==> config.mk <==
export PLATFORM = sky130hd
export DESIGN_NAME = pcf8574_lcd_seq
export DESIGN_NICKNAME = d
export VERILOG_FILES = /design/src/rtl/pcf8574_lcd_seq.sv
export SDC_FILE = /design/constraint.sdc
export NUM_CORES = 1
export LEC_CHECK = 0
export CAP_MARGIN = 20
export CELL_PAD_IN_SITES_DETAIL_PLACEMENT = 1
export CELL_PAD_IN_SITES_GLOBAL_PLACEMENT = 1
export CORE_ASPECT_RATIO = 1.1
export CORE_MARGIN = 2
export CORE_UTILIZATION = 56
export CTS_BUF_LIST = sky130_fd_sc_hd__clkbuf_4 sky130_fd_sc_hd__clkbuf_8
export DETAILED_ROUTE_END_ITERATION = 12
export DONT_BUFFER_PORTS = 1
export HOLD_SLACK_MARGIN = 0.15
export PLACE_DENSITY = 0.83
export SKIP_CTS_REPAIR_TIMING = 1
export SYNTH_ARGS = -nofsm -noshare
export SYNTH_HDL_FRONTEND = slang
export SYNTH_SLANG_ARGS = --single-unit
==> constraint.sdc <==
create_clock -name clk -period 4.7 [get_ports clk]
set_clock_uncertainty 0.1 [all_clocks]
set_input_delay 0.47 -clock clk [delete_from_list [all_inputs] [get_ports clk]]
set_output_delay 0.47 -clock clk [all_outputs]
set_load 0.05 [all_outputs]
==> src/rtl/pcf8574_lcd_seq.sv <==
// pcf8574_lcd_seq: turns HD44780 command/data bytes into PCF8574 backpack
// port bytes (4-bit mode) and feeds them one at a time to simple_i2c.
// Runs the power-up init nibbles, settles after every byte, retries on error.
module pcf8574_lcd_seq #(
  parameter logic [6:0]  ADDR             = 7'h27,
  parameter logic        BACKLIGHT        = 1'b1,
  parameter int unsigned INIT_WAIT_CYCLES = 4_000_000,
  parameter int unsigned SETTLE_CYCLES    = 200_000,
  parameter int unsigned START_TIMEOUT    = 4,
  parameter int unsigned MAX_RETRY        = 3
) (
  input  logic       clk,
  input  logic       rst_n,
  input  logic       in_valid,
  output logic       in_ready,
  input  logic       in_rs,
  input  logic [7:0] in_data,
  output logic [6:0] i2c_addr,
  output logic [7:0] i2c_data,
  output logic       i2c_write_ena,
  input  logic       i2c_busy,
  input  logic       i2c_error,
  output logic       init_done,
  output logic       err_sticky
);

  localparam logic [31:0] LP_INIT_LOAD   = 32'(INIT_WAIT_CYCLES - 1);
  localparam logic [31:0] LP_SETTLE_LOAD = 32'(SETTLE_CYCLES - 1);
  localparam logic [31:0] LP_START_LOAD  = 32'(START_TIMEOUT - 1);
  localparam logic [31:0] LP_MAX_RETRY   = 32'(MAX_RETRY);

  typedef enum logic [2:0] {
    ST_POR_WAIT,
    ST_LOAD,
    ST_ISSUE,
    ST_WAIT_START,
    ST_WAIT_DONE,
    ST_SETTLE,
    ST_IDLE
  } state_t;

  state_t      r_state;
  logic [31:0] r_cnt;
  logic [31:0] r_retry;
  logic [2:0]  r_idx;
  logic        r_init;
  logic        r_rs;
  logic [7:0]  r_data;

  logic [3:0]  w_nib;
  logic        w_en;
  logic        w_rs;
  logic        w_last;

  assign i2c_addr = ADDR;

  // Select nibble/EN/RS for the current byte index and flag the final byte.
  always_comb begin
    w_en   = ~r_idx[0];
    w_nib  = 4'h3;
    w_rs   = 1'b0;
    w_last = 1'b0;
    if (r_init) begin
      w_nib  = (r_idx[2:1] == 2'd3) ? 4'h2 : 4'h3;
      w_rs   = 1'b0;
      w_last = (r_idx == 3'd7);
    end else begin
      w_nib  = r_idx[1] ? r_data[3:0] : r_data[7:4];
      w_rs   = r_rs;
      w_last = (r_idx[1:0] == 2'd3);
    end
  end

  // Sequencer FSM with registered handshake outputs.
  always_ff @(posedge clk or negedge rst_n) begin
    if (!rst_n) begin
      r_state       <= ST_POR_WAIT;
      r_cnt         <= LP_INIT_LOAD;
      r_retry       <= '0;
      r_idx         <= '0;
      r_init        <= 1'b0;
      r_rs          <= 1'b0;
      r_data        <= '0;
      in_ready      <= 1'b0;
      i2c_write_ena <= 1'b0;
      init_done     <= 1'b0;
      err_sticky    <= 1'b0;
      i2c_data      <= {4'h0, BACKLIGHT, 3'b000};
    end else begin
      i2c_write_ena <= 1'b0;
      case (r_state)
        ST_POR_WAIT: begin
          if (r_cnt == '0) begin
            r_idx   <= '0;
            r_init  <= 1'b1;
            r_state <= ST_LOAD;
          end else begin
            r_cnt <= r_cnt - 32'd1;
          end
        end
        ST_LOAD: begin
          i2c_data <= {w_nib, BACKLIGHT, w_en, 1'b0, w_rs};
          r_retry  <= '0;
          r_state  <= ST_ISSUE;
        end
        ST_ISSUE: begin
          if (!i2c_busy) begin
            i2c_write_ena <= 1'b1;
            r_cnt         <= LP_START_LOAD;
            r_state       <= ST_WAIT_START;
          end
        end
        ST_WAIT_START: begin
          if (i2c_busy || (r_cnt == '0)) begin
            r_state <= ST_WAIT_DONE;
          end else begin
            r_cnt <= r_cnt - 32'd1;
          end
        end
        ST_WAIT_DONE: begin
          if (!i2c_busy) begin
            if (i2c_error && (r_retry < LP_MAX_RETRY)) begin
              r_retry <= r_retry + 32'd1;
              r_state <= ST_ISSUE;
            end else begin
              if (i2c_error) begin
                err_sticky <= 1'b1;
              end
              r_cnt   <= LP_SETTLE_LOAD;
              r_state <= ST_SETTLE;
            end
          end
        end
        ST_SETTLE: begin
          if (r_cnt == '0) begin
            if (!w_last) begin
              r_idx   <= r_idx + 3'd1;
              r_state <= ST_LOAD;
            end else begin
              if (r_init) begin
                init_done <= 1'b1;
                r_init    <= 1'b0;
              end
              r_state <= ST_IDLE;
            end
          end else begin
            r_cnt <= r_cnt - 32'd1;
          end
        end
        ST_IDLE: begin
          if (in_valid && in_ready) begin
            r_rs     <= in_rs;
            r_data   <= in_data;
            r_idx    <= '0;
            in_ready <= 1'b0;
            r_state  <= ST_LOAD;
          end else begin
            in_ready <= init_done;
          end
        end
        default: r_state <= ST_POR_WAIT;
      endcase
    end
  end

endmodule

==> run metrics <==
Synth Instances between 400 and 500; post-synth top area share 0.4289; YS warnings 0; antenna violations before repair 0; Pre-Repair DR Iteration Count 4; hold_ws ~160 ps; Reg2Reg Launch Point r_cnt[15]; root buffer cell clkbuf_8; top cells by area, synth dfrtp_1, dfstp_2, and2_1; Initial DRC Count 185; IO buf count 0; CP bufs+invs 0; Synth area leader dfrtp_1; FMAX approximately 0.3 GHz; grt total ovfl 0; worst reg2reg endpoint r_cnt[17]; Critical Path Start r_cnt[15]; first-pass GRT wire length around 19,000 um; Core Box Area a little under 8000 um^2; # rows 34; Crit. End Element flop; Hold Path Stages 1; Final Cell Area between 4000 and 5000 um^2; ratio of cells with drive above 1 in the final layout 0.1354; RSZ-0062 raised after global routing false; crit path max fanout 20; clk buf depth 2; Pleak about 2.1 nW; vias 3,504; Max-cap violations 0; sequential share of the synthesized area 0.5119; Pwr Density ~670 nW/um^2; final setup violating endpoints 0; WP depth 5; number of diodes 0; chip width 88.85 um; number of flops mapped to enable cells by yosys 0; worst endpoint required time roughly 4900 ps; most frequent cells in the layout dfrtp_1, and2_1, nand2_1; Main synth FF type dfrtp_1; pin count of the biggest net entering global routing 91; commonest non-fill, non-tap cell in the layout dfrtp_1; R2R depth 5; end point of the critical path r_cnt[17]; max incr delay on CP 640 ps; Synth cell types 55; Worst Max-Slew Pin Slew roughly 940 ps; Detailed Place HPWL 7438 um; setup tns final 0 ps; Crit path max-delay family simple AND/OR/NAND/NOR gates; Critical Path Start Type flop; CTS Buf Count 9; Slew Limit Headroom 0.3706; initial core utilization 0.5696; Synth Area per Inst approximately 10 um^2; DRC 0; via/cell ratio between 6 and 7; status finished clean; post-layout util 0.6168; Max Slew Vio Count 0; Post-synth ARST share 1.000; kind of critical path flop to flop; Post-DP Area 4458 um^2; DR WL/cell 21.48 um; Final nets 456; Max VDD drop about 0.34 mV; Fin. Hold Viols 0; Hold Crit Class input pin to flop; critical-path cell list nor4_1, nand4_1, nor4_4, o21ai_2, o221a_1; detailed-route wire length around 12,000 um; reg2reg setup slack about 1400 ps; antenna-violating nets left 0; critical path's slowest cell nor4_1; Tmin final 3261 ps; Sink Count 90; clk_lat worst skew about 360 ps; Ports 33; vias in the first global route between 3,000 and 4,000; crit share post-route 0.6938; die area roughly 8600 um^2; Die Ht just under 100 um; Total GRT Usage 0.2766; synthesized cell area roughly 4400 um^2; H-tree levels 3; total power between 0.003 and 0.004 W; Layout area overhead 8.296%; FF+latch count, synth 90; Worst-path clk slew ~100 ps; worst path arrival time between 3000 and 4000 ps; gp weighted congestion around 0.79; TritonCTS clock tree done
==> power by group <==
group	internal [W]	switching, W	total [W]
Sequential	0.000983	0.000314	0.00130
Clock	0.000257	0.000313	0.000570
Combinational	0.000458	0.000902	0.00136
Total	0.00170	0.00153	0.00323
==> metal layers <==
| layer | vias up | track usage | share of wire |
|---|---|---|---|
| li1 | 1605 | - | - |
| met4 | 0 | 0.1107 | 0.026 |
| met1 | 1792 | 0.3495 | 0.42 |
| met5 | - | 0 | 0 |
| met3 | 32 | 0.04248 | 0.031 |
| met2 | 75 | 0.4679 | 0.52 |
==> state kept, by name (all words and copies together) (netlist names) <==
signal,count
r_cnt,32
r_retry,32
r_data,8
i2c_data,6
r_idx,3
r_state,3
err_sticky,1
i2c_write_ena,1
in_ready,1
init_done,1
r_init,1
r_rs,1
==> area by class of cell <==
cell class	count	area (um^2)
repair buffers	11	142.6
fillers	839	2983
inverters	13	48.80
flip-flops and latches	90	2270
clock buffers	9	123.9
well taps	108	135.1
clock inverters	7	85.08
multi-input cells	313	1997
==> metrics by stage <==
step,setup WS (ps),instances
after floorplan,2145,443
after global placement,1700,525
after detailed placement,1539,525
after CTS,1525,541
after global routing,1239,551
final,1439,551
==> synthesized netlist by cell type (5+ instances only) <==
cell      number
dfrtp_1       76
mux2_2        13
and3_1         5
buf_4          9
nand2_1       30
inv_1         13
o31ai_1        9
nor2_1        26
a21oi_1       20
nand3_1        7
or2_2          7
or3_1          5
o21ai_0       16
a31oi_1       24
a21o_1         8
nor4_1        13
dfstp_2       14
a211oi_1       8
clkbuf_1      15
o21a_1         5
and2_1        32
nor3_1        13
==> worst min-delay path by stage <==
stage                           from          end  slack [ps]
after floorplan                rst_n   err_sticky          70
after global placement         rst_n    r_cnt[10]          80
after detailed placement       rst_n    r_cnt[15]          80
after CTS                      rst_n  r_retry[14]        -320
after global routing      in_data[4]    r_data[4]         150
final                     in_data[4]    r_data[4]         160
==> logic make-up (layout without fill, tap and decap cells) <==
logic type,Yosys count,in the layout,share of synthesized area
XOR/XNOR,1,1,0.001976
adder cells (fa/ha/maj),4,4,0.01129
AND/OR/NAND/NOR,165,165,0.2094
AO/OA/AOI/OAI,117,117,0.1781
flip-flops,90,90,0.5118
other,2,9,0.001694
buffers and inverters,40,40,0.04373
multiplexers,17,17,0.04204
(Power assumes the default switching activity.)
